## config.mk

```make
export PLATFORM = sky130hd
export DESIGN_NAME = fetch_unit
export DESIGN_NICKNAME = d
export VERILOG_FILES = /design/src/rtl/fetch_unit_pkg.sv /design/src/rtl/fetch_unit_program_counter.sv /design/src/rtl/fetch_unit.sv
export SDC_FILE = /design/constraint.sdc
export NUM_CORES = 1
export LEC_CHECK = 0
export ABC_CLOCK_PERIOD_IN_PS = 2000
export CORE_UTILIZATION = 30
export CTS_CLUSTER_DIAMETER = 80
export DETAILED_ROUTE_END_ITERATION = 10
export PLACE_DENSITY_LB_ADDON = 0.3
export SYNTH_ARGS = -nofsm -noshare
export SYNTH_HDL_FRONTEND = slang
export SYNTH_SLANG_ARGS = --single-unit
```

## constraint.sdc

```tcl
create_clock -name CLK -period 2 [get_ports CLK]
set_clock_uncertainty 0.1 [all_clocks]
set_input_delay 0.4 -clock CLK [delete_from_list [all_inputs] [get_ports CLK]]
set_output_delay 0.4 -clock CLK [all_outputs]
set_load 0.03 [all_outputs]
```

## src/rtl/fetch_unit_pkg.sv

```systemverilog
// Shared definitions for the fetch stage and its consumers (decode/controller).
// Instruction fields: TYP is the top bit, OP is the next four bits.
package fetch_unit_pkg;

   localparam int INSTR_W = 9;
   localparam int TYP_BIT = INSTR_W - 1;
   localparam int OP_MSB  = INSTR_W - 2;
   localparam int OP_LSB  = INSTR_W - 5;
   localparam int OP_W    = 4;

   typedef enum logic [2:0] {
      IDLE  = 3'd0,
      FETCH = 3'd1,
      LATCH = 3'd2,
      ISSUE = 3'd3,
      DONE  = 3'd4
   } fetch_state_t;

   // Command to the program counter for the coming edge.
   typedef enum logic [1:0] {
      PC_HOLD   = 2'd0,
      PC_START  = 2'd1,
      PC_BRANCH = 2'd2,
      PC_INCR   = 2'd3
   } pc_cmd_t;

   // Saturating 16-bit increment used by the performance counters.
   function automatic logic [15:0] sat_inc16(input logic [15:0] value);
      logic [15:0] result;
      if (value == 16'hFFFF) begin
         result = value;
      end else begin
         result = value + 16'd1;
      end
      return result;
   endfunction

endpackage

```

## src/rtl/fetch_unit_program_counter.sv

```systemverilog
// Program counter for the fetch stage: load (start address or branch target),
// increment with natural wrap modulo 2^PC_W, or hold. Also flags LAST_ADDR.
module program_counter
   import fetch_unit_pkg::*;
#(
   parameter int PC_W       = 10,
   parameter int START_ADDR = 0,
   parameter int LAST_ADDR  = 1023
) (
   input  logic            clk,
   input  logic            reset,
   input  pc_cmd_t         cmd,
   input  logic [PC_W-1:0] br_target,
   output logic [PC_W-1:0] pc,
   output logic            at_last
);

   localparam logic [PC_W-1:0] START_PC = PC_W'(START_ADDR);
   localparam logic [PC_W-1:0] LAST_PC  = PC_W'(LAST_ADDR);
   localparam logic [PC_W-1:0] ONE_PC   = PC_W'(1);

   logic [PC_W-1:0] pc_r;

   // PC register; the increment wraps because the adder is exactly PC_W wide.
   always_ff @(posedge clk) begin
      if (reset) begin
         pc_r <= START_PC;
      end else begin
         case (cmd)
            PC_START:  pc_r <= START_PC;
            PC_BRANCH: pc_r <= br_target;
            PC_INCR:   pc_r <= pc_r + ONE_PC;
            default:   pc_r <= pc_r;
         endcase
      end
   end

   assign pc      = pc_r;
   assign at_last = (pc_r == LAST_PC);

endmodule

```

## src/rtl/fetch_unit.sv

```systemverilog
// Instruction fetch and issue stage: one outstanding imem read per
// instruction (FETCH -> LATCH -> ISSUE), valid/ready handoff to decode,
// branch redirect on the accepting cycle.
// Optional build macro FETCH_PERF_EN adds saturating instr_count/br_count.
module fetch_unit #(
   parameter int PC_W       = 10,
   parameter int INSTR_W    = fetch_unit_pkg::INSTR_W,
   parameter int START_ADDR = 0,
   parameter int LAST_ADDR  = 1023
) (
   input  logic               CLK,
   input  logic               reset,
   input  logic               start,
   input  logic               halt,
   output logic [PC_W-1:0]    imem_addr,
   output logic               imem_rd_en,
   input  logic [INSTR_W-1:0] imem_data,
   output logic [INSTR_W-1:0] instr,
   output logic               TYP,
   output logic [3:0]         OP,
   output logic               instr_valid,
   input  logic               instr_ready,
   input  logic               br_ctrl,
   input  logic [PC_W-1:0]    br_target,
   output logic [PC_W-1:0]    pc,
   output logic               done
`ifdef FETCH_PERF_EN
   ,
   output logic [15:0]        instr_count,
   output logic [15:0]        br_count
`endif
);

   import fetch_unit_pkg::*;

   fetch_state_t       state_r;
   fetch_state_t       state_s;
   pc_cmd_t            pc_cmd_s;
   logic               accept_s;
   logic               at_last_s;
   logic [INSTR_W-1:0] instr_r;
   logic               instr_valid_r;
   logic               imem_rd_en_r;
   logic               done_r;

   program_counter #(
      .PC_W       (PC_W),
      .START_ADDR (START_ADDR),
      .LAST_ADDR  (LAST_ADDR)
   ) u_pc (
      .clk       (CLK),
      .reset     (reset),
      .cmd       (pc_cmd_s),
      .br_target (br_target),
      .pc        (pc),
      .at_last   (at_last_s)
   );

   // Next-state and PC command; halt/branch only matter on an accept.
   always_comb begin
      state_s  = state_r;
      pc_cmd_s = PC_HOLD;
      accept_s = 1'b0;
      case (state_r)
         IDLE, DONE: begin
            if (start) begin
               state_s  = FETCH;
               pc_cmd_s = PC_START;
            end else begin
               state_s  = state_r;
            end
         end
         FETCH: state_s = LATCH;
         LATCH: state_s = ISSUE;
         ISSUE: begin
            accept_s = instr_valid_r & instr_ready;
            if (accept_s) begin
               if (br_ctrl) begin
                  pc_cmd_s = PC_BRANCH;
               end else begin
                  pc_cmd_s = PC_INCR;
               end
               if (halt) begin
                  state_s = DONE;
               end else if (!br_ctrl && at_last_s) begin
                  state_s = DONE;
               end else begin
                  state_s = FETCH;
               end
            end else begin
               state_s = ISSUE;
            end
         end
         default: state_s = IDLE;
      endcase
   end

   // State plus registered outputs, decoded from the state being entered.
   always_ff @(posedge CLK) begin
      if (reset) begin
         state_r       <= IDLE;
         instr_r       <= '0;
         instr_valid_r <= 1'b0;
         imem_rd_en_r  <= 1'b0;
         done_r        <= 1'b0;
      end else begin
         state_r       <= state_s;
         instr_valid_r <= (state_s == ISSUE);
         imem_rd_en_r  <= (state_s == FETCH);
         done_r        <= (state_s == DONE);
         if (state_r == LATCH) begin
            instr_r <= imem_data;
         end else begin
            instr_r <= instr_r;
         end
      end
   end

   assign imem_addr   = pc;
   assign imem_rd_en  = imem_rd_en_r;
   assign instr       = instr_r;
   assign TYP         = instr_r[INSTR_W-1];
   assign OP          = instr_r[INSTR_W-2 -: 4];
   assign instr_valid = instr_valid_r;
   assign done        = done_r;

`ifdef FETCH_PERF_EN
   logic [15:0] instr_count_r;
   logic [15:0] br_count_r;

   // Saturating accept/branch counters, cleared by reset and an accepted start.
   always_ff @(posedge CLK) begin
      if (reset) begin
         instr_count_r <= 16'd0;
         br_count_r    <= 16'd0;
      end else if (pc_cmd_s == PC_START) begin
         instr_count_r <= 16'd0;
         br_count_r    <= 16'd0;
      end else if (accept_s) begin
         instr_count_r <= sat_inc16(instr_count_r);
         if (br_ctrl) begin
            br_count_r <= sat_inc16(br_count_r);
         end else begin
            br_count_r <= br_count_r;
         end
      end else begin
         instr_count_r <= instr_count_r;
         br_count_r    <= br_count_r;
      end
   end

   assign instr_count = instr_count_r;
   assign br_count    = br_count_r;
`endif

endmodule

```

==> impl_metrics.toml, run 1 <==
[run_status]
status = "complete, no violations"

[final_layout]
area_growth_syn_to_layout_pct = 48.8
nFillCells = 423
fin_cells = 269
final_util_pct = 47.1
antenna_cells = 0
regArea_um2 = 500
fin_nets = 244
drive_gt1_share_pct = 9.22
multi_input_area_um2 = 711

[floorplan]
io_pins = 62
die-area_um2 = 4900
die_y_um = 70.0
num_rows = 24
die_w_um = 70.0
core_um2 = 4380
initial_core_util_pct = 31.6

[global_routing]
grt_max_degree = 16
track_usage_pct = 15.0
first_global_vias = 1262
grt_pass1_wl_um = 5990
antenna_found_initial = 0
overflow = 0

[logic_synthesis]
synth_top_family_by_area = "simple AND/OR/NAND/NOR gates"
synthAdderAreaFrac_pct = 0.903
yosys.area_share.simple_pct = 24.6
synth_cells = 163
synth_top_cells_by_count = "dfxtp_1 (25), buf_4 (15), nor2_1 (14)"
synth.most_common_cell = "dfxtp_1"
muxShareOfSynthArea_pct = 7.22
yosys.cell_types.count = 44
yosysTopAreaCellShare_pct = 36.1
synth_compound_area_share_pct = 16.0
synth-xor-area-share_pct = 2.53
avgSynthCellArea_um2 = 8.51
ys_seq_area_share_pct = 36.1
synthTopCellsByArea = "dfxtp_1 (36%), buf_4 (8.1%), mux2i_1 (7.2%)"
synth-async-reset-ratio_pct = 0
syn-cell-area_um2 = 1390
synth_flop_cell = "dfxtp_1"
yosys.area.top_type = "dfxtp_1"
syn-num-nets = 189
synth_edf_count = 0
yosysWarnings = 0
ys_ff_latch = 25

[clocking]
clk_pin_slew_ns = 0.10
cts_setup_buffers = 0
tritoncts = "built"
max-clock-path-buffers = 2
cts-root-buf = "clkbuf_8"
clock_sinks = 25
clkLatencyLatePin_ns = 0.28
htreeDepth = 1
cts_made_buffers = 3

[sta]
period_minus_slack_ns = 1.94
fmax_ghz = 0.516
report.final.slew_viol_count = 0
finalHoldViolCount = 0
setup_viol = 0
slew_headroom_pct = 71.7
worst_pin_slew_ns = 0.421
finalCritPeriodShare_pct = 96.9
grt_setup_unrepaired = "false"

[drt]
drt-wirelength-per-cell_um = 13.2
drc = 0
firstDrtPassIters = 4
drtIter0Drc = 64
wirelength_um = 3550
final_antenna_net_count = 0
vias = 1348
routed_via_density = 5.01

[power]
p_leak_uw = 0.000840
peakVddDrop_mv = 0.287
p_total_uw = 1120
power_density_nw_per_um2 = 542

[placement]
numPortBuffers = 61
hpwl_um = 2630
gp_congestion = 0.752
placed_cells = 265

[job]
cap_violations = 0

[min_path]
worst_hold_path_type = "reg2reg"

[setup_path]
worstPathCellList = "clkdlybuf4s50_1"
worst_path_max_delay_cell = "clkdlybuf4s50_1"
ff2ff_setup_slack_ns = 0.30
path_max_fanout = 7
cp_top_family = "buffers and inverters"
max_stage_delay_ns = 0.71
end_kind = "primary output"
start_kind = "register"
crit_required_ns = 1.50
cp_num_buf_inv = 1
worstPathArrival_ns = 1.44
criticalPathCategory = "reg2out"
placed cells by master (no fill, tap or decap), types with 3 or more instances in the layout:
master,count
clkdlybuf4s50_1,55
dfxtp_1,25
nor2_1,14
buf_4,14
nand2_1,10
mux2i_1,10
a21oi_1,9
nand2b_1,6
dlymetal6s2s_1,6
and3_1,5
o21ai_0,5
nand3_1,5
nor3_1,4
a31oi_1,3
xor2_1,3
o22ai_1,3
o32ai_1,3
clkbuf_8,3
sequential cells by signal (all words and copies together) (netlist names):
signal       cells
done             1
imem_rd_en       1
instr            9
instr_valid      1
state_r          3
u_pc.pc         10
per-layer routing:
| metal | global-route usage [%] | part of all wire [%] | wire (um) |
|---|---|---|---|
| met2 | 23.0 | 46 | 1620 |
| met3 | 2.89 | 5.0 | 178 |
| met1 | 21.0 | 48 | 1720 |
| met4 | 5.33 | 0.96 | 34 |
| met5 | 0 | 0 | 0 |
worst paths after layout:
path                                         startpoint                     to  depth (start not counted)
worst max register to register  u_pc.pc[0]$_SDFFE_PP0P_        done$_SDFF_PP0_                          5
worst min register to register    instr[3]$_SDFFE_PP0P_  instr[3]$_SDFFE_PP0P_                          2
worst max-delay path            u_pc.pc[7]$_SDFFE_PP0P_                  pc[7]                          1
worst min-delay path              instr[3]$_SDFFE_PP0P_  instr[3]$_SDFFE_PP0P_                          2
timing repair:
item                                    in CTS  in global routing
gates resized for setup                      0                  6
endpoints found under the hold margin        0                  0
hold buffers                                 0                  0
endpoints found under the setup margin       0                  6
per-stage QoR:
| step | TNS (ns) | instance area [um2] | setup WS [ns] | hold slack (ns) |
|---|---|---|---|---|
| global route | 0 | 2060 | 0.00557 | 0.433 |
| floorplan | 0 | 1390 | 0.299 | 0.421 |
| finish | 0 | 2060 | 0.0618 | 0.408 |
| detailed placement | -0.111 | 2000 | -0.0291 | 0.390 |
| global placement | -0.0641 | 2000 | -0.0200 | 0.374 |
| CTS | 0 | 2050 | 0.00227 | 0.413 |
report_power, final:
group	switching [uW]	internal [uW]	leakage, uW
Clock	178	141	0.0000217
Combinational	131	131	0.000616
Sequential	18.9	519	0.000203
cell type report:
class / count / area share [%]
repair buffers: 75 / 35.4
multi-input cells: 111 / 34.4
flip-flops and latches: 25 / 24.3
well taps: 52 / 3.15
clock buffers: 3 / 2.00
clock inverters: 1 / 0.364
inverters: 2 / 0.364
logic make-up (layout without fill, tap and decap cells):
kind of cell | Yosys count | after routing
simple gates | 62 | 62
compound gates | 34 | 34
buf+inv | 27 | 81
flops | 25 | 25
mux | 10 | 10
xor+xnor | 4 | 4
fa+ha+maj | 1 | 1
(Power assumes the default switching activity.)
==> run 2: changes to the inputs <==
- CORE_UTILIZATION: 30 -> 41
==> impl_metrics.toml, run 2 (same netlist as run 1, synthesis figures left out) <==
[drt]
vias = 1379
firstDrtPassIters = 5
drt-wirelength-per-cell_um = 14.3
wirelength_um = 3730
final_antenna_net_count = 0
drc = 0
drtIter0Drc = 86
routed_via_density = 5.28

[clocking]
tritoncts = "built"
max-clock-path-buffers = 2
cts_hold_buf = 0
cts_made_buffers = 3
clock_sinks = 25
cts-root-buf = "clkbuf_4"
clk_pin_slew_ns = 0.15
htreeDepth = 1
clkLatencyLatePin_ns = 0.33

[setup_path]
crit_required_ns = 1.50
cp_num_buf_inv = 1
max_stage_delay_ns = 0.70
start_kind = "register"
worstPathArrival_ns = 1.45
cp_top_family = "buffers and inverters"
path_max_fanout = 4
criticalPathCategory = "reg2out"
worstPathCellList = "clkdlybuf4s50_1"
cp-startpoint = "u_pc.pc[8]$_SDFFE_PP0P_"
r2r-start = "u_pc.pc[0]$_SDFFE_PP0P_"
end_kind = "primary output"
worst_path_max_delay_cell = "clkdlybuf4s50_1"

[min_path]
worst_hold_path_type = "reg2reg"
hp-start = "instr[0]$_SDFFE_PP0P_"

[final_layout]
final_util_pct = 64.5
largest_reg_flops = 10
nFillCells = 298
final_cell_area_um2 = 2020
final_cell_mix = "clkdlybuf4s50_1 (44), dfxtp_1 (25), nor2_1 (14), buf_4 (14), dlygate4sd2_1 (12)"
fin_cells = 261
antenna_cells = 0
drive_gt1_share_pct = 9.22
area_growth_syn_to_layout_pct = 45.5
layout_commonest_cell = "clkdlybuf4s50_1"
fin_nets = 244

[floorplan]
num_rows = 20
io_pins = 62
initial_core_util_pct = 44.3
die_w_um = 60.2
core_um2 = 3130
die-area_um2 = 3620
die_y_um = 60.2

[job]
cap_violations = 0

[placement]
hpwl_um = 2860
dpl_cell_area_um2 = 1990
placed_cells = 257
gp_congestion = 0.897
numPortBuffers = 61
place_ws_ns = -0.0260

[global_routing]
grt_pass1_wl_um = 5960
overflow = 0
first_global_vias = 1287
antenna_found_initial = 0
grt_max_degree = 16
track_usage_pct = 21.7

[sta]
finalCritPeriodShare_pct = 97.5
period_minus_slack_ns = 1.95
fin_ws_ns = 0.0506
slew_headroom_pct = 76.8
grt_setup_unrepaired = "false"
worst_pin_slew_ns = 0.347
report.final.slew_viol_count = 0
fmax_ghz = 0.513
setup_viol = 0
finalHoldViolCount = 0

[power]
p_total_uw = 1040
power_density_nw_per_um2 = 518
peakVddDrop_mv = 0.251
p_leak_uw = 0.000872

[run_status]
status = "complete, no violations"
-- run 2: changes by cell type in the layout (fill, tap and decap cells not counted) --
| cell | change |
|---|---|
| clkbuf_4 | +3 |
| clkbuf_8 | -3 |
| clkdlybuf4s50_1 | -11 |
| dlygate4sd2_1 | +12 |
| dlymetal6s2s_1 | -1 |
-- run 2: final timing paths --
path,endpoint,cells after the start,slack (ns)
worst min-delay path,instr[0]$_SDFFE_PP0P_,2,0.42
worst max register to register,imem_rd_en$_SDFF_PP0_,5,0.23
worst min register to register,instr[0]$_SDFFE_PP0P_,2,0.42
worst max-delay path,pc[8],1,0.05
-- run 2: power by group --
group | switching [uW] | total, uW | leakage, uW | internal (uW)
Sequential | 17.6 | 537 | 0.000203 | 519
Combinational | 135 | 267 | 0.000655 | 132
Clock | 164 | 240 | 0.0000139 | 76.6
-- run 2: layout make-up --
class                      count  area, um2  area share, %
timing repair buffer          75        713           35.4
multi-input combinational    111        711           35.2
sequential                    25        500           24.8
tap                           44       55.1           2.73
clock buffer                   3       22.5           1.12
clock inverter                 1       7.51          0.372
inverter                       2       7.51          0.372
-- run 2: timing repair --
| item | CTS | global route |
|---|---|---|
| gates cloned | 0 | 0 |
| setup endpoints to repair | 12 | 6 |
| buffers inserted | 0 | 0 |
| resized for setup | 12 | 5 |
-- run 2: stage by stage --
step	TNS (ns)	hold slack [ns]
global route	0	0.452
finish	0	0.418
floorplan	0	0.421
global placement	-0.0108	0.380
detailed placement	-0.0489	0.393
CTS	0	0.425
-- run 2: per-layer routing --
| layer | global-route usage, % | wire (um) |
|---|---|---|
| met1 | 28.3 | 1650 |
| met3 | 2.16 | 172 |
| met2 | 37.2 | 1870 |
| met5 | 0 | 0 |
| met4 | 6.98 | 43 |
==> run 3: changes to the inputs <==
- PLACE_DENSITY: not set -> 0.79
- PLACE_DENSITY_LB_ADDON: 0.3 -> not set
- SLEW_MARGIN: not set -> 10
==> impl_metrics.toml, run 3 (same netlist as run 1, synthesis figures left out) <==
[sta]
fin_ws_ns = 0.0357
grt_setup_unrepaired = "true"
finalSetupTns_ns = 0
finalCritPeriodShare_pct = 98.2
setup_viol = 0
worst_pin_slew_ns = 0.331
period_minus_slack_ns = 1.96
report.final.slew_viol_count = 0
finalHoldViolCount = 0
fmax_ghz = 0.509
slew_headroom_pct = 77.7

[setup_path]
worst_path_max_delay_cell = "clkdlybuf4s50_1"
r2r_end = "done$_SDFF_PP0_"
reg2reg_depth = 4
start_kind = "register"
worst-path-stages = 1
cp_num_buf_inv = 1
worstPathArrival_ns = 1.46
end_kind = "primary output"
criticalPathCategory = "reg2out"
worstPathCellList = "clkdlybuf4s50_1"
max_stage_delay_ns = 0.71
r2r-start = "state_r[0]$_SDFF_PP0_"
endpoint = "imem_addr[6]"
cp-startpoint = "u_pc.pc[6]$_SDFFE_PP0P_"
path_max_fanout = 5
crit_required_ns = 1.50
ff2ff_setup_slack_ns = 0.17
cp_top_family = "buffers and inverters"

[power]
intPower_uw = 726
p_sw_share_pct = 29.6
p_switching_uw = 305
pwr-share-comb_pct = 25.6
seq_power_share_pct = 52.2
peakVddDrop_mv = 0.444
power_density_nw_per_um2 = 509
p_leak_uw = 0.000912
pwr-share-clk_pct = 22.2

[final_layout]
final_cell_mix = "clkdlybuf4s50_1 (45), dfxtp_1 (25), nor2_1 (14), buf_4 (14)"
layout_commonest_cell = "clkdlybuf4s50_1"
regArea_um2 = 500
nFillCells = 276
multi_input_area_um2 = 711
drive_gt1_share_pct = 9.22
area_growth_syn_to_layout_pct = 46.2
antenna_cells = 0
largest_reg_flops = 10
fin_nets = 244

[clocking]
htreeDepth = 1
cts_hold_buf = 0
tritoncts = "built"
cts-root-buf = "clkbuf_4"
clock_sinks = 25
clk_pin_slew_ns = 0.14
cts_made_buffers = 3
clkLatencyLatePin_ns = 0.32
cts_setup_buffers = 0
max-clock-path-buffers = 2

[min_path]
worst_hold_path_type = "reg2reg"
min_path_cells = 2
hp-start = "instr[3]$_SDFFE_PP0P_"

[drt]
vias = 1373
drtIter0Drc = 57
firstDrtPassIters = 4
wirelength_um = 3660
drt-wirelength-per-cell_um = 14.0
drc = 0
final_antenna_net_count = 0
routed_via_density = 5.26

[run_status]
status = "complete, no violations"

[floorplan]
core_um2 = 3130
die-area_um2 = 3620
die_y_um = 60.2
initial_core_util_pct = 44.3
io_pins = 62
die_w_um = 60.2
num_rows = 20

[placement]
place_ws_ns = -0.0199
numPortBuffers = 61
gp_congestion = 0.833
hpwl_um = 2830

[global_routing]
overflow = 0
antenna_found_initial = 0
grt_pass1_wl_um = 5870
grt_max_degree = 17
track_usage_pct = 21.7
first_global_vias = 1271

[job]
cap_violations = 0
[run 3: cell types whose count changed in the layout (fill, tap and decap cells not counted)]
cell,previous run,this run
clkinvlp_4,1,0
clkdlybuf4s50_1,44,45
dlygate4sd2_1,12,8
clkinv_2,0,1
dlymetal6s2s_1,5,8
[run 3: layer usage]
| metal | track usage [%] | vias to the layer above | part of all wire (%) |
|---|---|---|---|
| met5 | 0 | - | 0 |
| met4 | 7.97 | 0 | 1.4 |
| met3 | 2.16 | 5 | 4.2 |
| met2 | 35.8 | 45 | 49 |
| met1 | 29.0 | 644 | 46 |
| li1 | - | 679 | - |
[run 3: how the worst min path moves through the flow]
stage	to	slack (ns)
after floorplan	state_r[1]$_SDFF_PP0_	0.42
after global placement	instr[1]$_SDFFE_PP0P_	0.38
after detailed placement	instr[3]$_SDFFE_PP0P_	0.39
after CTS	instr[3]$_SDFFE_PP0P_	0.42
after global routing	instr[1]$_SDFFE_PP0P_	0.46
final	instr[3]$_SDFFE_PP0P_	0.42
[run 3: metrics by stage]
stage	hold WS, ns	util (%)	power (uW)	cells	cell area [um2]
after floorplan	0.421	-	701	163	1390
after global placement	0.378	63.6	806	257	1990
after detailed placement	0.387	63.6	812	257	1990
after CTS	0.424	64.2	1040	261	2010
after global routing	0.462	64.8	1080	261	2030
final	0.422	64.8	1030	261	2030
[run 3: final cells by class]
cell class	count	share of cell area [%]
Inverter	2	0.370
Timing Repair Buffer	75	35.8
Multi-Input combinational cell	111	35.1
Clock inverter	1	0.247
Sequential cell	25	24.7
Clock buffer	3	1.11
Tap cell	44	2.72
[run 3: power by group through the flow]
stage	Combinational (uW)	Clock (uW)	Sequential [uW]
after floorplan	127	0	575
after global placement	258	0	548
after detailed placement	263	0	549
after CTS	264	234	538
after global routing	282	251	542
final	264	229	539
[run 3: timing repair]
| item | CTS | global route |
|---|---|---|
| pin swaps | 0 | 0 |
| endpoints found under the setup margin | 10 | 9 |
| hold endpoints to repair | 0 | 0 |
| gates resized for setup | 8 | 8 |
